`src/rtl/pair_stim_gen_if.sv`:
```
// Pair bus from the stimulus generator to the pair checker.
// Handshake: pair_vld is a valid-only strobe with no back-pressure; a, b and
// exp_mismatch are meaningful only in a cycle where pair_vld is high, and the
// consumer must take the pair in that same cycle.
interface pair_stim_gen_if #(
  parameter int WIDTH = 1
);
  logic [WIDTH-1:0] a;
  logic [WIDTH-1:0] b;
  logic             pair_vld;
  logic             exp_mismatch;

  modport master (output a, output b, output pair_vld, output exp_mismatch);
  modport slave  (input a, input b, input pair_vld, input exp_mismatch);
endinterface

```
`src/rtl/pair_stim_gen.sv`:
```
// Pseudo-random a/b pair generator with optional one-shot mismatch injection.
// One pair per un-stalled RUN cycle; done pulses one cycle after the last pair.
module pair_stim_gen #(
  parameter int          WIDTH = 1,
  parameter int          LEN_W = 8,
  parameter logic [15:0] SEED  = 16'hACE1
) (
  input  logic             clk,
  input  logic             rst_n,
  input  logic             start,
  input  logic [LEN_W-1:0] len,
  input  logic             inj_en,
  input  logic [LEN_W-1:0] inj_idx,
  input  logic [WIDTH-1:0] inj_mask,
  input  logic             stall,
  pair_stim_gen_if.master  pair,
  output logic             busy,
  output logic             done,
  output logic [LEN_W-1:0] sent_cnt,
  output logic [1:0]       state_dbg
);

  localparam logic [1:0] IDLE = 2'd0;
  localparam logic [1:0] RUN  = 2'd1;
  localparam logic [1:0] FIN  = 2'd2;

  // An all-zero LFSR would lock up, so a zero seed falls back to the default.
  localparam logic [15:0]      SEED_L = (SEED == 16'h0000) ? 16'hACE1 : SEED;
  localparam logic [LEN_W-1:0] ONE    = LEN_W'(1);

  logic [1:0]       state;
  logic [15:0]      lfsr;
  logic [LEN_W-1:0] len_q;
  logic             inj_en_q;
  logic [LEN_W-1:0] inj_idx_q;
  logic [WIDTH-1:0] inj_mask_q;
  logic [LEN_W-1:0] idx;
  logic [WIDTH-1:0] a_q;
  logic [WIDTH-1:0] b_q;
  logic             vld_q;
  logic             em_q;
  logic             hit;
  logic             last;
  logic             fb;

  // Injection hit, last-pair detect and LFSR feedback for the current cycle.
  always_comb begin
    hit  = inj_en_q && (idx == inj_idx_q);
    last = (idx == (len_q - ONE));
    fb   = lfsr[0] ^ lfsr[2] ^ lfsr[3] ^ lfsr[5];
  end

  // Run control FSM, LFSR and registered pair outputs.
  always_ff @(posedge clk) begin
    if (!rst_n) begin
      state      <= IDLE;
      lfsr       <= SEED_L;
      len_q      <= '0;
      inj_en_q   <= 1'b0;
      inj_idx_q  <= '0;
      inj_mask_q <= '0;
      idx        <= '0;
      sent_cnt   <= '0;
      a_q        <= '0;
      b_q        <= '0;
      vld_q      <= 1'b0;
      em_q       <= 1'b0;
      done       <= 1'b0;
    end else begin
      case (state)
        IDLE: begin
          done  <= 1'b0;
          vld_q <= 1'b0;
          em_q  <= 1'b0;
          if (start) begin
            len_q      <= len;
            inj_en_q   <= inj_en;
            inj_idx_q  <= inj_idx;
            inj_mask_q <= inj_mask;
            idx        <= '0;
            sent_cnt   <= '0;
            state      <= (len != '0) ? RUN : FIN;
          end
        end
        RUN: begin
          if (!stall) begin
            vld_q    <= 1'b1;
            a_q      <= lfsr[WIDTH-1:0];
            b_q      <= lfsr[WIDTH-1:0] ^ (hit ? inj_mask_q : '0);
            em_q     <= hit && (inj_mask_q != '0);
            idx      <= idx + ONE;
            sent_cnt <= sent_cnt + ONE;
            lfsr     <= {fb, lfsr[15:1]};
            if (last) begin
              state <= FIN;
            end
          end else begin
            // a, b, idx and the LFSR hold while stalled.
            vld_q <= 1'b0;
            em_q  <= 1'b0;
          end
        end
        FIN: begin
          vld_q <= 1'b0;
          em_q  <= 1'b0;
          done  <= 1'b1;
          state <= IDLE;
        end
        default: begin
          state <= IDLE;
        end
      endcase
    end
  end

  assign pair.a            = a_q;
  assign pair.b            = b_q;
  assign pair.pair_vld     = vld_q;
  assign pair.exp_mismatch = em_q;
  assign busy              = (state != IDLE);
  assign state_dbg         = state;

endmodule

```
`src/flat_wrapper.sv`:
```
// flat-port wrapper written by rule: the top's interface ports become plain ports
module pair_stim_gen_flat 
#(
  parameter int          WIDTH = 1,
  parameter int          LEN_W = 8,
  parameter logic [15:0] SEED  = 16'hACE1
)
  (clk, rst_n, start, len, inj_en, inj_idx, inj_mask, stall, busy, done, sent_cnt, state_dbg, pair_a, pair_b, pair_pair_vld, pair_exp_mismatch);
  pair_stim_gen_if #(.WIDTH(WIDTH)) pair_i ();
  input  logic clk;
  input  logic rst_n;
  input  logic start;
  input  logic [LEN_W-1:0] len;
  input  logic inj_en;
  input  logic [LEN_W-1:0] inj_idx;
  input  logic [WIDTH-1:0] inj_mask;
  input  logic stall;
  output logic busy;
  output logic done;
  output logic [LEN_W-1:0] sent_cnt;
  output logic [1:0] state_dbg;
  output wire logic [$bits(pair_i.a)-1:0] pair_a;
  output wire logic [$bits(pair_i.b)-1:0] pair_b;
  output wire logic [$bits(pair_i.pair_vld)-1:0] pair_pair_vld;
  output wire logic [$bits(pair_i.exp_mismatch)-1:0] pair_exp_mismatch;
  assign pair_a = pair_i.a;
  assign pair_b = pair_i.b;
  assign pair_pair_vld = pair_i.pair_vld;
  assign pair_exp_mismatch = pair_i.exp_mismatch;
  pair_stim_gen #(.WIDTH(WIDTH), .LEN_W(LEN_W), .SEED(SEED)) u_core (.clk(clk), .rst_n(rst_n), .start(start), .len(len), .inj_en(inj_en), .inj_idx(inj_idx), .inj_mask(inj_mask), .stall(stall), .pair(pair_i), .busy(busy), .done(done), .sent_cnt(sent_cnt), .state_dbg(state_dbg));
endmodule
```
`config.mk`:
```
export PLATFORM = sky130hd
export DESIGN_NAME = pair_stim_gen_flat
export DESIGN_NICKNAME = d
export VERILOG_FILES = /design/src/rtl/pair_stim_gen_if.sv /design/src/rtl/pair_stim_gen.sv /design/src/flat_wrapper.sv
export SDC_FILE = /design/constraint.sdc
export NUM_CORES = 1
export LEC_CHECK = 0
export BUFFER_PORTS_ARGS = -buffer_cell sky130_fd_sc_hd__buf_2
export CAP_MARGIN = 10
export CORE_ASPECT_RATIO = 0.5
export CORE_MARGIN = 5
export CORE_UTILIZATION = 38
export DETAILED_ROUTE_END_ITERATION = 12
export PLACE_DENSITY_LB_ADDON = 0.25
export RECOVER_POWER = 50
export SLEW_MARGIN = 30
export SYNTH_ARGS = -nofsm -noshare
export SYNTH_HDL_FRONTEND = slang
export SYNTH_SLANG_ARGS = --single-unit
```
`constraint.sdc`:
```
create_clock -name clk -period 1.85 [get_ports clk]
set_clock_uncertainty 0.2 [all_clocks]
set_input_delay 0.2775 -clock clk [delete_from_list [all_inputs] [get_ports clk]]
set_output_delay 0.2775 -clock clk [all_outputs]
set_load 0.02 [all_outputs]
```
==> run metrics, run 1 <==
commonest non-fill, non-tap cell in the layout nand2_1; CP most frequent cell o21ai_0; io pins 38; relative slew slack 75.19%; Hold/Removal Path Class primary input to flip-flop; Flop pwr share 38.9%; Fin Setup TNS 0 ps; Cell Chain, Critical Path or3b_4 > nand2_4 > clkbuf_1 > o21ai_0 > nand2_1 > o21ai_0 > and2_1; drt total wl 5923 um; later-pin clock latency in the skew report 320 ps; Placer Congestion 0.8482; mapped cell area 0.002605 mm^2; initial core utilization 39.03%; vias in the first global route 2138; Ant. Diodes 0; max-cap violation count 0; Post-synth EDFFs 0; Clk Tree Root Cell clkbuf_16; Cell Int Power 2.625 mW; synth warn 0; post-synthesis cell type count 38; Worst setup SP type flip-flop; most frequent cells in the layout nand2_1, dfxtp_1, a21boi_0; PD cells 1003 mW/mm^2; largest net degree at the start of global routing 35; Worst path top cell family by delay simple AND/OR/NAND/NOR gates; Fill cells 640; LEAKAGE 1.371 nW; RSZ-0062 raised after global routing true; TritonRoute pass-1 iters 5; Pins Over Slew Limit 0; DR WL/cell 12.90 um; sw frac 23.00%; CTS Buf Count 9; status finished clean; final core area utilization 50.92%; critical path data arrival time 1840 ps; Fin Hold WS 3.723 ps; die height 68.55 um; # DRC 0; Crit Path Category flip-flop to flip-flop; slowest stage delay, CP 430 ps; clock buffer depth 2; worst path bufs/invs 1; Design Power 3.409 mW; CTS clk-pin slew, worst paths 50 ps; initial antenna violation count 0; CP max-delay cell or3b_4; synth-to-layout area growth 30.45%; Worst VDD drop 475.3 uV; CTS H-tree lvls 3; Post-DP Area 0.002992 mm^2; Switching Power 784.0 uW; CTS tree built; gr usage total 14.31%; post-route ant nets 0; IO buf count 37; fmax 0.5458 GHz; first-pass GRT wire length 9887 um; Synth Flop Type dfxtp_1; Vias 2245; die width 127.1 um; FFs w/ async S/R, synth 0%; sequential area share after synthesis 43.80%; clock share of power 50.2%; Gate Count Post-Synth 310; Mean Syn Cell Area 8.403 um^2; Core Box Area 0.006674 mm^2; CP Data Required Time 1860 ps; layout cells sized above 1 22.89%; Row Count 21; fin area 0.003398 mm^2; Final setup viols 0; syn_nets 335; gr ovfl total 0; Logic pwr share 10.9%; Final Cycle Share 99.04%; Fin. Hold Viols 0; HPWL after DPL 4223 um; Worst setup EP type flip-flop; Vias/cell 4.891; Worst Tran Pin Value 371.7 ps; nets@finish 387; synthesized flop and latch total 57; Die ar. 0.008711 mm^2; clk sinks 57; Tmin final 1832 ps; CP Max Fanout 6; Iteration-0 DRC Markers 170
path summary, 6_finish.rpt:
check | slack, ps | end | cells after the start | startpoint
max | 20 | u_core.idx[2]$_SDFFE_PN0P_ | 7 | u_core.state_dbg[0]$_SDFFE_PN0P_
min | 4 | u_core.inj_idx_q[1]$_SDFFE_PN0P_ | 3 | inj_idx[1]
max reg2reg | 20 | u_core.idx[2]$_SDFFE_PN0P_ | 7 | u_core.state_dbg[0]$_SDFFE_PN0P_
min reg2reg | 260 | u_core.lfsr[1]$_SDFFE_PN0P_ | 2 | u_core.lfsr[1]$_SDFFE_PN0P_
flip-flops by register name (all words and copies together), names as in the netlist:
| signal | cells |
|---|---|
| u_core.lfsr | 16 |
| u_core.idx | 8 |
| u_core.inj_idx_q | 8 |
| u_core.len_q | 8 |
| u_core.sent_cnt | 8 |
| u_core.state_dbg | 2 |
| u_core.done | 1 |
| u_core.inj_en_q | 1 |
| u_core.inj_mask_q | 1 |
| u_core.pair.a | 1 |
| u_core.pair.b | 1 |
| u_core.pair.exp_mismatch | 1 |
| u_core.pair.pair_vld | 1 |
metal layers:
layer | wire length [um] | part of all wire [%] | vias up | global-route usage, %
li1 | - | - | 1147 | -
met2 | 2813 | 47 | 29 | 24.54
met5 | 0 | 0 | - | 0
met1 | 2827 | 48 | 1059 | 17.64
met3 | 201 | 3.4 | 10 | 4.231
met4 | 79 | 1.3 | 0 | 4.813
cells by family (layout without fill, tap and decap cells):
group | Yosys count | after routing | share of synthesized area (%)
compound gates | 51 | 51 | 13.88
xor+xnor | 33 | 33 | 11.09
fa+ha+maj | 3 | 3 | 1.441
buf+inv | 23 | 80 | 4.082
flops | 57 | 57 | 43.80
mux | 1 | 1 | 0.3843
simple gates | 142 | 142 | 25.31
cells in the mapped netlist, drive strengths merged (4+ instances only):
library cell	instances	share of area (%)
and3	6	1.4
inv	4	0.58
nand3	9	1.7
nor2b	5	1.2
a21oi	4	0.77
nand2	83	12
xor2	17	5.7
o21ai	8	1.5
clkbuf	14	2.1
a21boi	28	8.1
nor4	4	1.2
xnor2	16	5.4
nand4	7	1.9
nor2	16	2.3
buf	5	1.4
dfxtp	57	44
worst min-delay path, cell delays in order:
cell and delay (ps):
buf_2 100, nand2_1 40, a21boi_0 60
power by group through the flow:
stage	Sequential, mW	Clock [mW]	Combinational [mW]
floorplan	1.35	0	0.221
global placement	1.34	0	0.325
detailed placement	1.35	0	0.334
CTS	1.32	1.74	0.346
global route	1.33	1.79	0.416
finish	1.33	1.71	0.371
layout make-up:
class / instances / area (um^2) / area share, %
Tap cell: 92 / 115.1 / 3.387
Multi-Input combinational cell: 230 / 1461 / 43.00
Clock inverter: 6 / 82.58 / 2.430
Timing Repair Buffer: 60 / 341.6 / 10.05
Sequential cell: 57 / 1154 / 33.95
Clock buffer: 10 / 229.0 / 6.738
Inverter: 4 / 15.01 / 0.4418
per-stage QoR:
step                      worst slack, ps  std cells
after CTS                           21.48        458
after global placement             -33.95        441
after detailed placement           -101.4        441
after floorplan                    -9.351        310
final                               17.73        459
after global routing               -80.61        459
what timing repair did:
| action | in CTS | in global routing |
|---|---|---|
| hold buffers | 1 | 0 |
| pin swaps | 1 | 5 |
| setup buffers | 0 | 1 |
| endpoints found under the hold margin | 1 | 0 |
| setup endpoints to repair | 2 | 22 |
| gates resized for setup | 5 | 23 |
| gates cloned | 0 | 0 |
(Power assumes the default switching activity.)
==> run 2, diff against run 1 <==
--- a/config.mk
+++ b/config.mk
@@ -5,10 +5,10 @@
 export SDC_FILE = /design/constraint.sdc
 export NUM_CORES = 1
 export LEC_CHECK = 0
-export BUFFER_PORTS_ARGS = -buffer_cell sky130_fd_sc_hd__buf_2
+export BUFFER_PORTS_ARGS = -buffer_cell sky130_fd_sc_hd__clkbuf_2
 export CAP_MARGIN = 10
 export CORE_ASPECT_RATIO = 0.5
-export CORE_MARGIN = 5
+export CORE_MARGIN = 2
 export CORE_UTILIZATION = 38
 export DETAILED_ROUTE_END_ITERATION = 12
 export PLACE_DENSITY_LB_ADDON = 0.25
==> run 2 against run 1 <==
Die area fell by 13%. Non-clock buffer count rose by 8. Total power fell by 7.2%. Wire length fell by 0.34%. Register-to-register slack barely moved. Worst hold slack got worse by 0.73 ps. Core utilization rose by 0.60 points. Largest cell class unchanged.
==> run metrics, run 2 (synthesized netlist as in run 1, its figures left out) <==
status finished clean (unchanged); synth-to-layout area growth 31.46% (was 30.45%); critical path data arrival time 1830 ps (was 1840 ps); # DRC 0 (unchanged); Placer Congestion 0.8730 (was 0.8482); Vias 2285 (was 2245); Final Cycle Share 98.49% (was 99.04%); first-pass GRT wire length 10120 um (was 9887 um); Largest Register u_core.lfsr (unchanged); area occupied by multi-input gates 0.001440 mm^2 (was 0.001461 mm^2); drt total wl 5903 um (was 5923 um); die width 121.1 um (was 127.1 um); Post-DP Area 0.003012 mm^2 (was 0.002992 mm^2); DR WL/cell 12.67 um (was 12.90 um); Vias/cell 4.903 (was 4.891); Core Box Area 0.006648 mm^2 (was 0.006674 mm^2); fin area 0.003425 mm^2 (was 0.003398 mm^2); RSZ-0062 raised after global routing true (unchanged); Worst setup SP type flip-flop (unchanged); PD cells 923.8 mW/mm^2 (was 1003 mW/mm^2); Fin Hold WS 2.996 ps (was 3.723 ps); io pins 38 (unchanged); initial antenna violation count 0 (unchanged); Iteration-0 DRC Markers 99 (was 170); Pins Over Slew Limit 0 (unchanged); Crit Path Category flip-flop to flip-flop (unchanged); CP Max Fanout 4 (was 6); Tmin final 1822 ps (was 1832 ps); gr ovfl total 0 (unchanged); initial core utilization 39.19% (was 39.03%); max-cap violation count 0 (unchanged); CTS Buf Count 9 (unchanged); Final setup viols 0 (unchanged); gr usage total 16.86% (was 14.31%); max FFs per register 16 (unchanged); Fin. Hold Viols 0 (unchanged); nets@finish 395 (was 387); Fill cells 605 (was 640); clock buffer depth 2 (unchanged); Design Power 3.164 mW (was 3.409 mW); commonest non-fill, non-tap cell in the layout nand2_1 (unchanged); HPWL after DPL 4043 um (was 4223 um); Worst setup EP type flip-flop (unchanged); CP Data Required Time 1860 ps (about the same); Fin Setup TNS 0 ps (unchanged); TritonRoute pass-1 iters 4 (was 5); fmax 0.5488 GHz (was 0.5458 GHz); Worst VDD drop 420.1 uV (was 475.3 uV); later-pin clock latency in the skew report 320 ps (about the same); clk sinks 57 (unchanged); post-route ant nets 0 (unchanged); CTS clk-pin slew, worst paths 50 ps (about the same); Hold/Removal Path Class primary input to flip-flop (unchanged); LEAKAGE 1.398 nW (was 1.371 nW); Die ar. 0.007574 mm^2 (was 0.008711 mm^2); Clk Tree Root Cell clkbuf_16 (unchanged); Worst Tran Pin Value 413.1 ps (was 371.7 ps); largest net degree at the start of global routing 48 (was 35); die height 62.55 um (was 68.55 um); most frequent cells in the layout nand2_1, dfxtp_1, a21boi_0 (unchanged); vias in the first global route 2197 (was 2138); layout cells sized above 1 21.93% (was 22.89%); FF+latch area 0.001152 mm^2 (was 0.001154 mm^2); final setup margin 27.90 ps (was 17.73 ps); CTS tree built (unchanged); CTS H-tree lvls 3 (unchanged); relative slew slack 72.42% (was 75.19%); Ant. Diodes 0 (unchanged); Row Count 21 (unchanged); dpl ws -76.24 ps (was -101.4 ps); IO buf count 37 (unchanged)
run 2: final timing paths:
kind	startpoint	endpoint	slack, ps	cells past startpoint
worst max-delay path	u_core.len_q[0]$_SDFFE_PN0P_	u_core.state_dbg[0]$_SDFFE_PN0P_	30	8
worst min-delay path	len[2]	u_core.len_q[2]$_SDFFE_PN0P_	3	3
worst max register to register	u_core.len_q[0]$_SDFFE_PN0P_	u_core.state_dbg[0]$_SDFFE_PN0P_	30	8
worst min register to register	u_core.lfsr[13]$_SDFFE_PN1P_	u_core.lfsr[12]$_SDFFE_PN0P_	260	2
run 2: worst max-delay path: stages, from the launching register on:
cell	delay (ps)
dfxtp_2	320
buf_4	140
nor2_2	140
buf_6	120
xor2_1	180
nand4_1	140
a21oi_2	190
o211ai_1	90
and3_1	180
run 2: routing by layer:
layer,vias up,part of all wire [%],GRT usage (%)
met2,24,48,27.32
met5,-,0,0
met1,1094,47,20.48
met4,0,2.0,5.669
met3,10,3.1,6.661
li1,1157,-,-
run 2: power by group:
group          internal (mW)  leakage [nW]  switching [mW]
sequential              1.28         0.468          0.0384
clock                  0.927         0.128           0.525
combinational          0.188         0.801           0.202
total                   2.40          1.40           0.765
run 2: final cells by class:
| type | instances | share of cell area, % |
|---|---|---|
| multi-input combinational | 230 | 42.05 |
| sequential | 57 | 33.65 |
| timing repair buffer | 68 | 12.79 |
| clock buffer | 12 | 7.198 |
| tap | 92 | 3.361 |
| clock inverter | 3 | 0.5115 |
| inverter | 4 | 0.4384 |
run 2: metrics by stage:
step / util, % / cells
floorplan: - / 310
global placement: 45.30 / 442
detailed placement: 45.30 / 442
CTS: 50.56 / 464
global route: 51.52 / 466
finish: 51.52 / 466
run 2: repair_timing:
item,CTS,global route
hold endpoints to repair,7,0
hold buffers,7,0
setup endpoints to repair,4,16
pin swaps,1,5
gates resized for setup,2,25
setup buffers,0,2
==> run 3, diff against run 2 <==
--- a/config.mk
+++ b/config.mk
@@ -5,6 +5,7 @@
 export SDC_FILE = /design/constraint.sdc
 export NUM_CORES = 1
 export LEC_CHECK = 0
+export ABC_AREA = 1
 export BUFFER_PORTS_ARGS = -buffer_cell sky130_fd_sc_hd__clkbuf_2
 export CAP_MARGIN = 10
 export CORE_ASPECT_RATIO = 0.5
==> run 3 against run 2 <==
Sequential share of layout area up 0.66 points. Sequential power up 4%. Clock power up 14%. Worst setup slack better by 92 ps. Total power up 11%. Critical endpoint is now u_core.pair.b$_SDFFE_PN0P_. Largest cell class unchanged.
==> run metrics, run 3 <==
clock buffer depth 2 (unchanged); gr usage total 17.74% (was 16.86%); Worst setup EP type flip-flop (unchanged); Synth Area in Adders 1.412% (was 1.441%); Worst VDD drop 511.3 uV (was 420.1 uV); fin cells 519 (was 466); Synth top cells by count nand2_1, nor2_1, dfxtp_1, o21ai_0, inv_1 (was nand2_1, dfxtp_1, a21boi_0, xor2_1); Clk Tree Root Cell clkbuf_16 (unchanged); post-synthesis mux area share 0% (was 0.3842%); synthesized flop and latch total 57 (unchanged); Pins Over Slew Limit 0 (unchanged); final core area utilization 49.55% (was 51.52%); later-pin clock latency in the skew report 330 ps (was 320 ps); Placer Congestion 0.8337 (was 0.8730); TritonRoute pass-1 iters 4 (unchanged); Fill cells 700 (was 605); commonest non-fill, non-tap cell in the layout nor2_1 (was nand2_1); Hold/Removal Path Class primary input to flip-flop (unchanged); Fin. Hold Viols 0 (unchanged); Post-Synth Simple-Gate Area 29.88% (was 25.31%); Crit Path Category flip-flop to flip-flop (unchanged); CTS tree built (unchanged); fmax 0.5779 GHz (was 0.5488 GHz); PD cells 1052 mW/mm^2 (was 923.8 mW/mm^2); DR WL/cell 11.80 um (was 12.67 um); status finished clean (unchanged); post-synthesis cell type count 31 (was 38); Flop pwr share 39.1% (was 41.8%); CTS Buf Count 9 (unchanged); Worst Tran Pin Value 410.1 ps (was 413.1 ps); IO buf count 37 (unchanged); FF+latch area 0.001144 mm^2 (was 0.001152 mm^2); Post-synth EDFFs 0 (unchanged); post-route ant nets 0 (unchanged); Largest Register u_core.lfsr (unchanged); Worst setup SP type flip-flop (unchanged); synth-to-layout area growth 25.36% (was 31.46%); Synth Flop Type dfxtp_1 (unchanged); Row Count 21 (unchanged); Mean Syn Cell Area 7.090 um^2 (was 8.403 um^2); clock share of power 47.0% (was 45.9%); Fin Hold WS 16.97 ps (was 2.996 ps); Gate Count Post-Synth 375 (was 310); largest net degree at the start of global routing 38 (was 48); RSZ-0062 raised after global routing true (unchanged); Die ar. 0.007722 mm^2 (was 0.007574 mm^2); critical path data arrival time 1800 ps (was 1830 ps); layout cells sized above 1 18.27% (was 21.93%); most frequent cells in the layout nor2_1, nand2_1, dfxtp_1 (was nand2_1, dfxtp_1, a21boi_0); sw frac 25.71% (was 24.17%); Final Cycle Share 93.53% (was 98.49%); synth warn 0 (unchanged); HPWL after DPL 4272 um (was 4043 um); nets@finish 448 (was 395); Ant. Diodes 0 (unchanged); Vias/cell 4.771 (was 4.903); Post-Synth XOR/XNOR Area 2.965% (was 11.10%); # DRC 0 (unchanged); io pins 38 (unchanged); drt total wl 6125 um (was 5903 um); first-pass GRT wire length 10460 um (was 10120 um); max-cap violation count 0 (unchanged); Fin Setup TNS 0 ps (unchanged); gr ovfl total 0 (unchanged); final setup margin 119.6 ps (was 27.90 ps); FFs w/ async S/R, synth 0% (unchanged); area share of the largest cell type after synthesis 42.92% (was 43.80%); main combinational cell family by area after synthesis simple AND/OR/NAND/NOR gates (unchanged); mapped cell area 0.002659 mm^2 (was 0.002605 mm^2); Iteration-0 DRC Markers 96 (was 99); Core Box Area 0.006726 mm^2 (was 0.006648 mm^2); Vias 2476 (was 2285); syn_nets 400 (was 335); CTS clk-pin slew, worst paths 50 ps (about the same); die width 122.3 um (was 121.1 um); die height 63.15 um (was 62.55 um); cell type with the largest total area after synthesis dfxtp_1 (unchanged); Cell Int Power 2.605 mW (was 2.399 mW); sequential area share after synthesis 42.92% (was 43.80%); initial core utilization 39.53% (was 39.19%); clk sinks 57 (unchanged); relative slew slack 72.63% (was 72.42%); LEAKAGE 1.509 nW (was 1.398 nW); CTS H-tree lvls 3 (unchanged); Post-Place Cells 497 (was 442); CP Data Required Time 1920 ps (was 1860 ps); Synth area leaders dfxtp_1, nand2_1, nor2_1 (was dfxtp_1, nand2_1, a21boi_0); CP Max Fanout 20 (was 4); Synth Area in Compound Gates 15.25% (was 13.88%); dpl ws 76.52 ps (was -76.24 ps); Tmin final 1730 ps (was 1822 ps); Logic pwr share 13.9% (was 12.3%); Final setup viols 0 (unchanged); vias in the first global route 2220 (was 2197); Switching Power 901.5 uW (was 764.6 uW); initial antenna violation count 0 (unchanged); max FFs per register 16 (unchanged); area occupied by multi-input gates 0.001330 mm^2 (was 0.001440 mm^2)
-- run 3: changes by cell type in the layout (fill, tap and decap cells not counted), sizes merged, moves of 16 or more --
cell / change
nor2: +56
o21ai: +36
a21boi: -28
xor2: -16
buf: -16
a21oi: +26
inv: +35
-- run 3: final timing paths --
kind / start / to / slack (ps) / cells after the start
setup / recovery: u_core.state_dbg[0]$_SDFFE_PN0P_ / u_core.pair.b$_SDFFE_PN0P_ / 120 / 9
hold / removal: inj_idx[2] / u_core.inj_idx_q[2]$_SDFFE_PN0P_ / 20 / 3
setup reg to reg: u_core.state_dbg[0]$_SDFFE_PN0P_ / u_core.pair.b$_SDFFE_PN0P_ / 120 / 9
hold reg to reg: u_core.lfsr[11]$_SDFFE_PN1P_ / u_core.lfsr[11]$_SDFFE_PN1P_ / 250 / 2
-- run 3: layout make-up --
| cell class | instances | area share [%] |
|---|---|---|
| multi-input combinational | 267 | 39.90 |
| sequential | 57 | 34.31 |
| timing repair buffer | 49 | 9.009 |
| clock buffer | 13 | 7.808 |
| inverter | 39 | 4.392 |
| tap | 92 | 3.453 |
| clock inverter | 2 | 1.126 |
-- run 3: metal layers --
metal	part of all wire, %	GRT usage [%]	wire, um	vias to the layer above
met3	4.5	6.793	275	9
met2	46	26.81	2815	38
met5	0	0	0	-
li1	-	-	-	1313
met1	48	22.66	2934	1116
met4	1.6	7.328	100	0
-- run 3: power groups by stage --
stage | clock network, mW | logic, mW | registers [mW]
after floorplan | 0 | 0.332 | 1.39
after global placement | 0 | 0.467 | 1.39
after detailed placement | 0 | 0.467 | 1.39
after CTS | 1.68 | 0.479 | 1.37
after global routing | 1.76 | 0.559 | 1.38
final | 1.65 | 0.489 | 1.37
-- run 3: critical path, stage by stage, from the launching register on --
cell	delay (ps)
dfxtp_1	450
nand2_2	160
nor2_8	150
inv_2	80
buf_4	200
nor2_1	150
o21ai_0	100
nand2_1	60
nor2_1	40
nor2_1	70
-- run 3: stage by stage --
stage                     power [mW]  instance area, um^2
after detailed placement       1.859                 2962
after floorplan                1.724                 2659
after global routing           3.704                 3333
after global placement         1.858                 2962
after CTS                      3.531                 3309
final                          3.507                 3333
-- run 3: kinds of logic after synthesis --
kind of cell / count (synthesis)
simple gates: 175
compound gates: 79
flops: 57
buf+inv: 52
xor+xnor: 9
fa+ha+maj: 3
-- run 3: timing repair --
item	4_1_cts	5_1_grt
gates resized for setup	0	4
setup endpoints to repair	0	4
hold buffers	5	0
setup buffers	0	1
hold endpoints to repair	5	0
